$ cat config.mk
export PLATFORM = sky130hd
export DESIGN_NAME = shift_right_unit
export DESIGN_NICKNAME = d
export VERILOG_FILES = /design/src/rtl/mips_shift_pkg.sv /design/src/rtl/shift_right_step.sv /design/src/rtl/shift_right_unit.sv
export SDC_FILE = /design/constraint.sdc
export NUM_CORES = 1
export LEC_CHECK = 0
export CAP_MARGIN = 10
export CORE_MARGIN = 8
export CORE_UTILIZATION = 50
export CTS_BUF_LIST = sky130_fd_sc_hd__clkbuf_16
export DETAILED_ROUTE_END_ITERATION = 12
export PLACE_DENSITY_LB_ADDON = 0.3
export SLEW_MARGIN = 40
export SYNTH_ARGS = -nofsm -noshare
export SYNTH_HDL_FRONTEND = slang
export SYNTH_SLANG_ARGS = --single-unit
$ cat constraint.sdc
create_clock -name clk -period 2.9 [get_ports clk]
set_clock_uncertainty 0.2 [all_clocks]
set_input_delay 0.58 -clock clk [delete_from_list [all_inputs] [get_ports clk]]
set_output_delay 0.58 -clock clk [all_outputs]
set_load 0.05 [all_outputs]
$ cat src/rtl/mips_shift_pkg.sv
// Shared constants and FSM state encoding for the sequential right-shift unit.
package mips_shift_pkg;

    localparam int WIDTH = 32;

    typedef enum logic [1:0] {
        IDLE  = 2'd0,
        SHIFT = 2'd1,
        DONE  = 2'd2
    } state_t;

endpackage

$ cat src/rtl/shift_right_step.sv
// One-bit right shift with an externally supplied MSB fill bit (purely combinational).
module shift_right_step #(
    parameter int WIDTH = mips_shift_pkg::WIDTH
) (
    input  logic [WIDTH-1:0] d,
    input  logic             fill,
    output logic [WIDTH-1:0] q
);

    assign q = {fill, d[WIDTH-1:1]};

endmodule

$ cat src/rtl/shift_right_unit.sv
// Multi-cycle right shifter: one bit per cycle, logical or arithmetic, latency N+1.
module shift_right_unit #(
    parameter int WIDTH = mips_shift_pkg::WIDTH
) (
    input  logic                     clk,
    input  logic                     rst_n,
    input  logic                     start,
    input  logic [WIDTH-1:0]         in,
    input  logic [$clog2(WIDTH)-1:0] shiftAmmount,
    input  logic                     arith,
    output logic                     busy,
    output logic                     done,
    output logic [WIDTH-1:0]         out
);

    localparam int                 SHAMT_W = $clog2(WIDTH);
    localparam logic [SHAMT_W-1:0] CNT_ONE = SHAMT_W'(1);

    mips_shift_pkg::state_t state_q, state_d;

    logic [SHAMT_W-1:0] cnt_q;
    logic [WIDTH-1:0]   work_q;
    logic [WIDTH-1:0]   step_out;
    logic               fill_q;
    logic               accept;
    logic               last_step;

    // A new request is only taken when nothing is in flight; DONE counts as free.
    assign accept    = start && (state_q != mips_shift_pkg::SHIFT);
    assign last_step = (state_q == mips_shift_pkg::SHIFT) && (cnt_q == CNT_ONE);

    assign busy = (state_q == mips_shift_pkg::SHIFT);
    assign done = (state_q == mips_shift_pkg::DONE);

    shift_right_step #(.WIDTH(WIDTH)) u_step (
        .d    (work_q),
        .fill (fill_q),
        .q    (step_out)
    );

    // NOTE: sequential state uses non-blocking (<=) so every register samples pre-edge values.
    always_ff @(posedge clk or negedge rst_n) begin
        if (!rst_n) begin
            state_q <= mips_shift_pkg::IDLE;
        end else begin
            state_q <= state_d;
        end
    end

    // NOTE: state_d gets a default before the case so no path leaves it unassigned (no latch).
    always_comb begin
        state_d = state_q;
        case (state_q)
            mips_shift_pkg::IDLE,
            mips_shift_pkg::DONE: begin
                if (start) begin
                    state_d = (shiftAmmount == '0) ? mips_shift_pkg::DONE
                                                   : mips_shift_pkg::SHIFT;
                end else begin
                    state_d = mips_shift_pkg::IDLE;
                end
            end
            mips_shift_pkg::SHIFT: begin
                if (last_step) state_d = mips_shift_pkg::DONE;
            end
            default: state_d = mips_shift_pkg::IDLE;
        endcase
    end

    // Fill bit is fixed at accept: sign of the operand for arithmetic, zero for logical.
    always_ff @(posedge clk or negedge rst_n) begin
        if (!rst_n) begin
            cnt_q  <= '0;
            work_q <= '0;
            fill_q <= 1'b0;
            out    <= '0;
        end else if (accept) begin
            cnt_q  <= shiftAmmount;
            work_q <= in;
            fill_q <= arith & in[WIDTH-1];
            if (shiftAmmount == '0) out <= in;
        end else if (state_q == mips_shift_pkg::SHIFT) begin
            cnt_q  <= cnt_q - CNT_ONE;
            work_q <= step_out;
            if (last_step) out <= step_out;
        end
    end

endmodule

**After elaboration in Yosys (flattened, before gate mapping)**

Index checks and enable logic that the tools add are counted.

- Muxes and demuxes: 12
- Reduce and logical (&&, ||, !) cells: 8
- Eq/ne operators: 6
- Bitwise logic cells: 1
- Add/subtract/negate cells: 1

Operator list:

| kind | count |
|---|---|
| $mux 32 | 6 |
| $mux 5 | 2 |
| $mux 2 | 3 |
| $ne 2x1->1 const B | 3 |
| $eq 5x1->1 const B | 1 |
| $logic_not 5->1 | 1 |
| $sub 5x1->5 const B | 1 |
| $pmux 2 s2 | 1 |
| $reduce_bool 2->1 | 2 |
| $reduce_and 3->1 | 1 |
| $eq 2x1->1 const B | 1 |
| $eq 2x2->1 const B | 1 |
| $logic_and 1x1->1 | 2 |
| $logic_not 2->1 | 1 |
| $reduce_or 2->1 | 1 |
| $and 1x1->1 | 1 |

- Word-level logic and storage cells: 33
- Bits in registers: 72
- Output and inout port bits: 34

**Logic depth before layout (Yosys ltp)**

Gate-level depths: netlist of the first run.

- Depth after elaboration: 5
- Depth in mapped cells: 8
- Depth with buffers taken out: 5

**Hierarchy**

From an unflattened synthesis of the first run, not the netlist that was laid out.

- Cells, all modules: 408
- Area total of the unflattened synthesis: 3852.4 um^2

Modules (own cells, without submodules):

| module | instances | cells each | sequential area each (um^2) | area each (um^2) |
|---|---|---|---|---|
| shift_right_unit | 1 | 376 | 1801.7 | 3612.2 |
| shift_right_step | 1 | 32 | 0.0 | 240.2 |

**Worst setup path before layout of the first run**

OpenSTA, ideal clock, no wires.

- Kind: register -> output
- From: register state_q[1]
- To: output port busy
- Cell stages (with the launch flop): 7
- Arrival: 1.902 ns
- Path slack: 0.218 ns
- Path through: dfrtp_1 > nand2b_1 > clkbuf_1 > inv_1 > clkbuf_1 > clkbuf_1 > clkbuf_1

- Cells in the longest elaborated chain, start to end: 1

Ends and longest elaborated chain:

| what | RTL line | text |
|---|---|---|
| from (decl) | shift_right_unit.sv:19 | `mips_shift_pkg::state_t state_q, state_d;` |
| from (signal assigned) | shift_right_unit.sv:44 | `state_q <= mips_shift_pkg::IDLE;` |
| from (signal assigned) | shift_right_unit.sv:46 | `state_q <= state_d;` |
| $eq 2x1->1 | shift_right_unit.sv:32 | `assign busy = (state_q == mips_shift_pkg::SHIFT);` |
| to (decl) | shift_right_unit.sv:11 | `output logic busy,` |

No other way between the ends.

**Final worst setup path of the first run**

- From: input port shiftAmmount[3]
- To: register out[13]

- Cells in the longest elaborated chain, start to end: 3

Ends and longest elaborated chain:

| what | RTL line | text |
|---|---|---|
| from (decl) | shift_right_unit.sv:9 | `input logic [$clog2(WIDTH)-1:0] shiftAmmount,` |
| $logic_not 5->1 | shift_right_unit.sv:81 | `if (shiftAmmount == '0) out <= in;` |
| $ne 2x1->1 (no line) | - |  |
| $reduce_and 3->1 (no line) | - |  |
| to (signal assigned) | shift_right_unit.sv:81 |  |
| to (signal assigned) | shift_right_unit.sv:85 | `if (last_step) out <= step_out;` |
| to (decl) | shift_right_unit.sv:13 | `output logic [WIDTH-1:0] out` |

No other way between the ends.
A chain may end at the register's enable or synchronous reset.

==> results of run 1 <==
==> cell families after synthesis <==
kind of cell | count (synthesis) | share of synthesized area [%]
AND/OR/NAND/NOR | 115 | 16.1
multiplexers | 34 | 9.07
buffers and inverters | 78 | 8.54
flip-flops | 71 | 47.2
adder cells (fa/ha/maj) | 2 | 0.664
AO/OA/AOI/OAI | 72 | 18.5
==> report_power, final <==
group / internal (W) / total (W) / switching [W]
combinational: 0.000916 / 0.00250 / 0.00158
sequential: 0.00144 / 0.00178 / 0.000333
clock: 0.000746 / 0.00116 / 0.000413
total: 0.00311 / 0.00544 / 0.00233
==> worst max-delay path by stage <==
stage	startpoint	to	slack, ns	cells past startpoint
after global placement	shiftAmmount[0]	out[30]	0.13	5
after CTS	shiftAmmount[3]	out[13]	0.37	5
after detailed placement	shiftAmmount[3]	out[0]	0.03	5
after floorplan	state_q[1]	busy	0.22	6
final	shiftAmmount[3]	out[13]	0.36	5
after global routing	shiftAmmount[3]	out[14]	0.32	5
==> routing by layer <==
layer,vias up,track usage [%]
met4,0,6.67
met1,1554,27.0
met2,99,30.5
met3,9,3.92
li1,1460,-
met5,-,0
==> per-stage QoR <==
step | utilization, % | area (um^2) | hold WS [ns]
after global routing | 66.8 | 4870 | 0.0570
after global placement | 62.4 | 4550 | 0.292
final | 66.8 | 4870 | 0.0234
after detailed placement | 62.4 | 4550 | 0.291
after floorplan | - | 3770 | 0.0844
after CTS | 66.7 | 4870 | 0.183
==> cell type report <==
class / instances / area [um^2] / area share (%)
multi-input combinational: 223 / 1680 / 34.4
sequential: 71 / 1780 / 36.5
clock buffer: 9 / 225 / 4.62
tap: 99 / 124 / 2.54
clock inverter: 7 / 88.8 / 1.82
timing repair buffer: 82 / 841 / 17.3
inverter: 37 / 139 / 2.85
==> registers in the layout (all words and copies together), names as in the netlist <==
name and count:
cnt_q 5, out 32, fill_q 1, state_q 2
work_q 31
==> critical path: cells and delay by family <==
family	cells	cell delay [ns]
simple gates	2	1.02
buf+inv	2	0.65
compound gates	1	0.28
==> synthesized netlist by cell type, types with 2 or more instances <==
cell,number,area share (%)
a221o_1,2,0.53
a311oi_1,2,0.47
a311oi_2,30,12
buf_1,3,0.30
buf_2,5,0.66
buf_6,3,0.90
clkbuf_1,30,3.0
dfrtp_1,71,47
ha_1,2,0.66
inv_1,37,3.7
mux2i_1,33,8.8
nand2_1,33,3.3
nand3_1,2,0.27
nor3_1,33,4.4
nor3b_1,3,0.60
nor4_1,32,5.3
o211a_1,2,0.53
o21ai_0,21,2.8
o21ai_1,12,1.6
or2_1,2,0.33
or3_1,2,0.33
or4b_1,2,0.53
==> run metrics, run 1 <==
crit path max-delay cell type or4b_1; Die Height roughly 100 um; Max Fclk a little under 400 MHz; highest metal used met4; most frequent cells in the layout dfrtp_1, clkdlybuf4s50_1, inv_1; Worst-Skew Late Latency roughly 0.32 ns; # DRC 0; Max Transition Viols Final 0; pin count of the biggest net entering global routing between 100 and 150; IO buf count 74; placed insts slightly above 500; fin cells roughly 530; drt wl/cell roughly 19 um; Slew @ Worst Pin 0.651 ns; Core ar. between 7000 and 8000 um^2; Worst Hold Class in -> async; row count 31; met2 WL roughly 4800 um; Max-slew headroom 56.6%; setup violators final 0; setup tns final 0 ns; CP startpoint kind primary input; hold_buf cts 0; Power Density roughly 1100 nW/um^2; Pwr Total between 0.005 and 0.006 W; Synth warnings 0; Global Route Usage Sum approximately 20%; fin worst setup slack between 0.3 and 0.4 ns; post-synthesis register bit count between 70 and 80; critical path class in -> reg; r2r endpoint out[13]; CP Data Arrival Time 2.55 ns; Routability Congestion around 0.78; period utilization a little under 90%; Vias/cell ~5.9; # resized after CTS 0; layout cells sized above 1 between 10% and 20%; Die ar. approximately 11000 um^2; Reg2Reg Setup Slack 0.59 ns; FFs w/ async S/R, synth between 90% and 100%; post-route minimum period approximately 2.5 ns; EDFF count, synth 0; Final Hold Viols 0; Routed WL between 10000 and 15000 um; FF-to-FF Start state_q[0]; n_diodes 0; clock-pin slew on the worst setup and hold paths roughly 0.060 ns; io pins 75; run status finished, final reports clean; DPL Wire Length between 6000 and 7000 um; Routed Antenna Nets 0; TritonCTS clock tree done; CTS max path bufs 2; Die X approximately 100 um; Post-CTS Setup Bufs 0; FF-to-FF path depth 5; Metal-1 WL around 4700 um; FILL cells roughly 580; GR Overflow Total 0; Cell variety after synth 32; Placement Setup Slack 0.0322 ns; Sink Count 71; global-route wire length before repair around 17000 um; critical path peak fanout 32; htree depth 3; unrepaired setup endpoints after global routing no; Max Cap Viol 0; leakage power around 2.1 nW; Mapped Cells about 370; Syn Nets roughly 420; maximum VDD drop ~0.6 mV; Final Net Count about 470; TritonCTS Buffers 9; Top FF cell, synth dfrtp_1; vias in the first global route about 3200; Vias 3122; initial antenna violation count 0; drt first pass iters 4; root buf cell clkbuf_16; post-synthesis cell area between 3000 and 4000 um^2; CP peak stage delay 0.55 ns; 1st-iter DRT viols 171; starting density of the core 51.7%; Syn Area/Cell 10.1 um^2; CP required approximately 2.9 ns; Critical Path End Type register; crit path cell chain clkdlybuf4s50_1 > or4b_1 > or3_2 > buf_12 > a311oi_2; synth-to-layout area growth 29.3%; DR WL met3 523 um; sequential element share of the synthesized area between 40% and 50%
(Power assumes the default switching activity.)
==> inputs of run 2 (changes only) <==
--- a/config.mk
+++ b/config.mk
@@ -5,10 +5,12 @@
 export SDC_FILE = /design/constraint.sdc
 export NUM_CORES = 1
 export LEC_CHECK = 0
+export ABC_AREA = 1
 export CAP_MARGIN = 10
-export CORE_MARGIN = 8
+export CORE_MARGIN = 2
 export CORE_UTILIZATION = 50
 export CTS_BUF_LIST = sky130_fd_sc_hd__clkbuf_16
+export CTS_CLUSTER_SIZE = 10
 export DETAILED_ROUTE_END_ITERATION = 12
 export PLACE_DENSITY_LB_ADDON = 0.3
 export SLEW_MARGIN = 40
==> run 2 against run 1 <==
Effect of this change:
- routed wire length shrank 18%
- cell count grew 7.0%
- total power grew 8.6%
- synthesized area shrank 11%
- clock-buffer cell count is the same
- register-to-register slack gained 0.31 ns
- cell area shrank 8.4%
- core utilization grew 3.1 points
- critical path type is now reg -> out
- largest cell class unchanged
==> run metrics, run 2 <==
run status finished, final reports clean; Placed Area 4110 um^2 (-9.7%); CP peak stage delay 0.86 ns (+0.31 ns); synth-to-layout area growth 33.6%; 1st-iter DRT viols 201 (+18%); Core ar. 6390 um^2 (-12%); Most flops, register out; pin count of the biggest net entering global routing 37 (-63%); Routed WL 8210 um (-18%); sequential element share of the synthesized area 53.2% (+6.1 points); critical path peak fanout 6 (-81%); io pins 75 (unchanged); net switching power 0.00264 W (+13%); post-synthesis register bit count 71 (unchanged); Worst-Skew Late Latency 0.32 ns (about the same); drt wl/cell 14.5 um (-24%); clock-pin slew on the worst setup and hold paths 0.06 ns (about the same); delay-heaviest family, CP buffers and inverters; Max Fclk 377 MHz (-4.3%); Routability Congestion 0.787 (+1.1%); CP Data Arrival Time 1.87 ns (-0.68 ns); internal power 0.00327 W (+5.2%); Die ar. 7350 um^2 (-30%); FF-to-FF Start cnt_q[1]; CTS max path bufs 2 (unchanged); met3 GRT Util 4.62% (+0.70 points); Clk network pwr share 21.8% (+0.5 points); IO buf count 74 (unchanged); TritonCTS clock tree done; Final Hold Viols 0 (unchanged); FFs w/ async S/R, synth 100% (unchanged); unrepaired setup endpoints after global routing no; Cell variety after synth 21 (-34%); n_diodes 0 (unchanged); Syn Area/Cell 8.06 um^2 (-20%); Routed Antenna Nets 0 (unchanged); Power Density 1320 nW/um^2 (+19%); DPL Wire Length 5320 um (-12%); Final Net Count 526 (+13%); maximum VDD drop 0.833 mV (+38%); Syn Nets 457 (+10%); Max-slew headroom 58.1% (+1.5 points); count leader, synth nand2_1; register share of total power 29.9% (-2.8 points); met2 usage 39.4% (+8.9 points); Critical Path End Type primary output; global-route wire length before repair 14200 um (-14%); CP startpoint kind register; Vias 3141 (+0.61%); row count 29 (-6.5%); Global Route Usage Sum 24.3% (+4.6 points); CP required 2.12 ns (-0.80 ns); met1 Resource Use GR 32.7% (+5.6 points); Top FF cell, synth dfrtp_1; htree depth 3 (unchanged); drt first pass iters 5 (+1); GR Overflow Total 0 (unchanged); initial antenna violation count 0 (unchanged); top cells by count, synth nand2_1, dfrtp_1, nand3_1; biggest regs out x32, work_q x31, cnt_q x5; Synth area leaders dfrtp_1, nand2_1, nand3_1; max FFs per register 32 (unchanged); root buf cell clkbuf_16; EDFF count, synth 0 (unchanged); CP Launch Point state_q[0]; setup tns final 0 ns (unchanged); Max Transition Viols Final 0 (unchanged); Comb power frac 48.3% (+2.3 points); Placement Setup Slack 0.459 ns (+0.427 ns); leakage power 2.19 nW (+2.8%); CP bufs+invs 2 (unchanged); switching share of power 44.6% (+1.8 points); share of the synthesized area in the top cell type 53.2% (+6.1 points); starting density of the core 52.3% (+0.61 points); Final Cell Area 4460 um^2 (-8.4%); # resized after CTS 0 (unchanged); layout cells sized above 1 7.17% (-6.8 points); fin worst setup slack 0.248 ns (-0.115 ns); period utilization 91.4% (+3.9 points); area leader, netlist dfrtp_1; Slew @ Worst Pin 0.626 ns (-0.0249 ns); most frequent cells in the layout nand2_1, clkdlybuf4s50_1, dfrtp_1; commonest non-fill, non-tap cell in the layout nand2_1; crit path max-delay cell type clkdlybuf4s50_1; critical path class reg -> out; # DRC 0 (unchanged); vias in the first global route 3087 (-4.8%); Max Cap Viol 0 (unchanged); post-route minimum period 2.65 ns (+0.115 ns); post-synthesis cell area 3340 um^2 (-11%); TritonCTS Buffers 9 (unchanged); Die X 85.7 um (-17%); Post-CTS Setup Bufs 0 (unchanged); Mapped Cells 414 (+11%); setup violators final 0 (unchanged); Sink Count 71 (unchanged); Synth warnings 0 (unchanged); crit path cell chain inv_2 > nor2_2 > clkdlybuf4s50_1; hold_buf cts 0 (unchanged); gr busiest metal met2; Vias/cell 5.56 (-6.0%); Worst Hold Class in -> async; Die Height 85.7 um (-17%)
[run 2: layout make-up]
type                            count  area [um^2]
Fill cell                         497         1930
Sequential cell                    71         1780
Multi-Input combinational cell    305         1380
Timing Repair Buffer               85          818
Clock buffer                        9          225
Clock inverter                      7          125
Tap cell                           77         96.3
Inverter                           11         41.3
[run 2: worst paths after layout]
| check | endpoint | slack, ns | depth (start not counted) |
|---|---|---|---|
| worst max-delay path | busy | 0.25 | 3 |
| worst min-delay path | out[16] | 0.04 | 1 |
| worst max register to register | out[13] | 0.90 | 9 |
| worst min register to register | out[2] | 0.27 | 2 |
| max in group asynchronous | work_q[25] | 1.64 | 2 |
| min in group clk | out[2] | 0.27 | 2 |
[run 2: power groups by stage]
stage | combinational, W | clock (W) | sequential [W]
final | 0.00285 | 0.00129 | 0.00177
after global routing | 0.00314 | 0.00136 | 0.00182
after CTS | 0.00286 | 0.00130 | 0.00177
after detailed placement | 0.00283 | 0 | 0.00178
after global placement | 0.00277 | 0 | 0.00176
after floorplan | 0.00134 | 0 | 0.00244
[run 2: cell families (layout without fill, tap and decap cells)]
kind of cell | count (synthesis) | after routing | share of synthesized area [%]
compound gates | 37 | 37 | 7.05
fa+ha+maj | 2 | 2 | 0.750
buf+inv | 38 | 112 | 5.58
flops | 71 | 71 | 53.2
simple gates | 266 | 266 | 33.4
[run 2: through the flow]
step           std cells  hold slack (ns)  util [%]  power, W
2_1_floorplan        414           0.0844         -   0.00377
3_3_place_gp         549            0.255      64.4   0.00453
3_5_place_dp         549            0.264      64.4   0.00461
4_1_cts              565           0.0474      69.8   0.00593
5_1_grt              565           0.0688      69.8   0.00631
6_report             565           0.0394      69.8   0.00590
[run 2: routing by layer]
| layer | share of wire, % | wire length (um) | vias to the layer above |
|---|---|---|---|
| met2 | 49 | 4040 | 158 |
| met4 | 0.94 | 77 | 0 |
| met3 | 7.5 | 620 | 9 |
| li1 | - | - | 1510 |
| met5 | 0 | 0 | - |
| met1 | 42 | 3480 | 1464 |
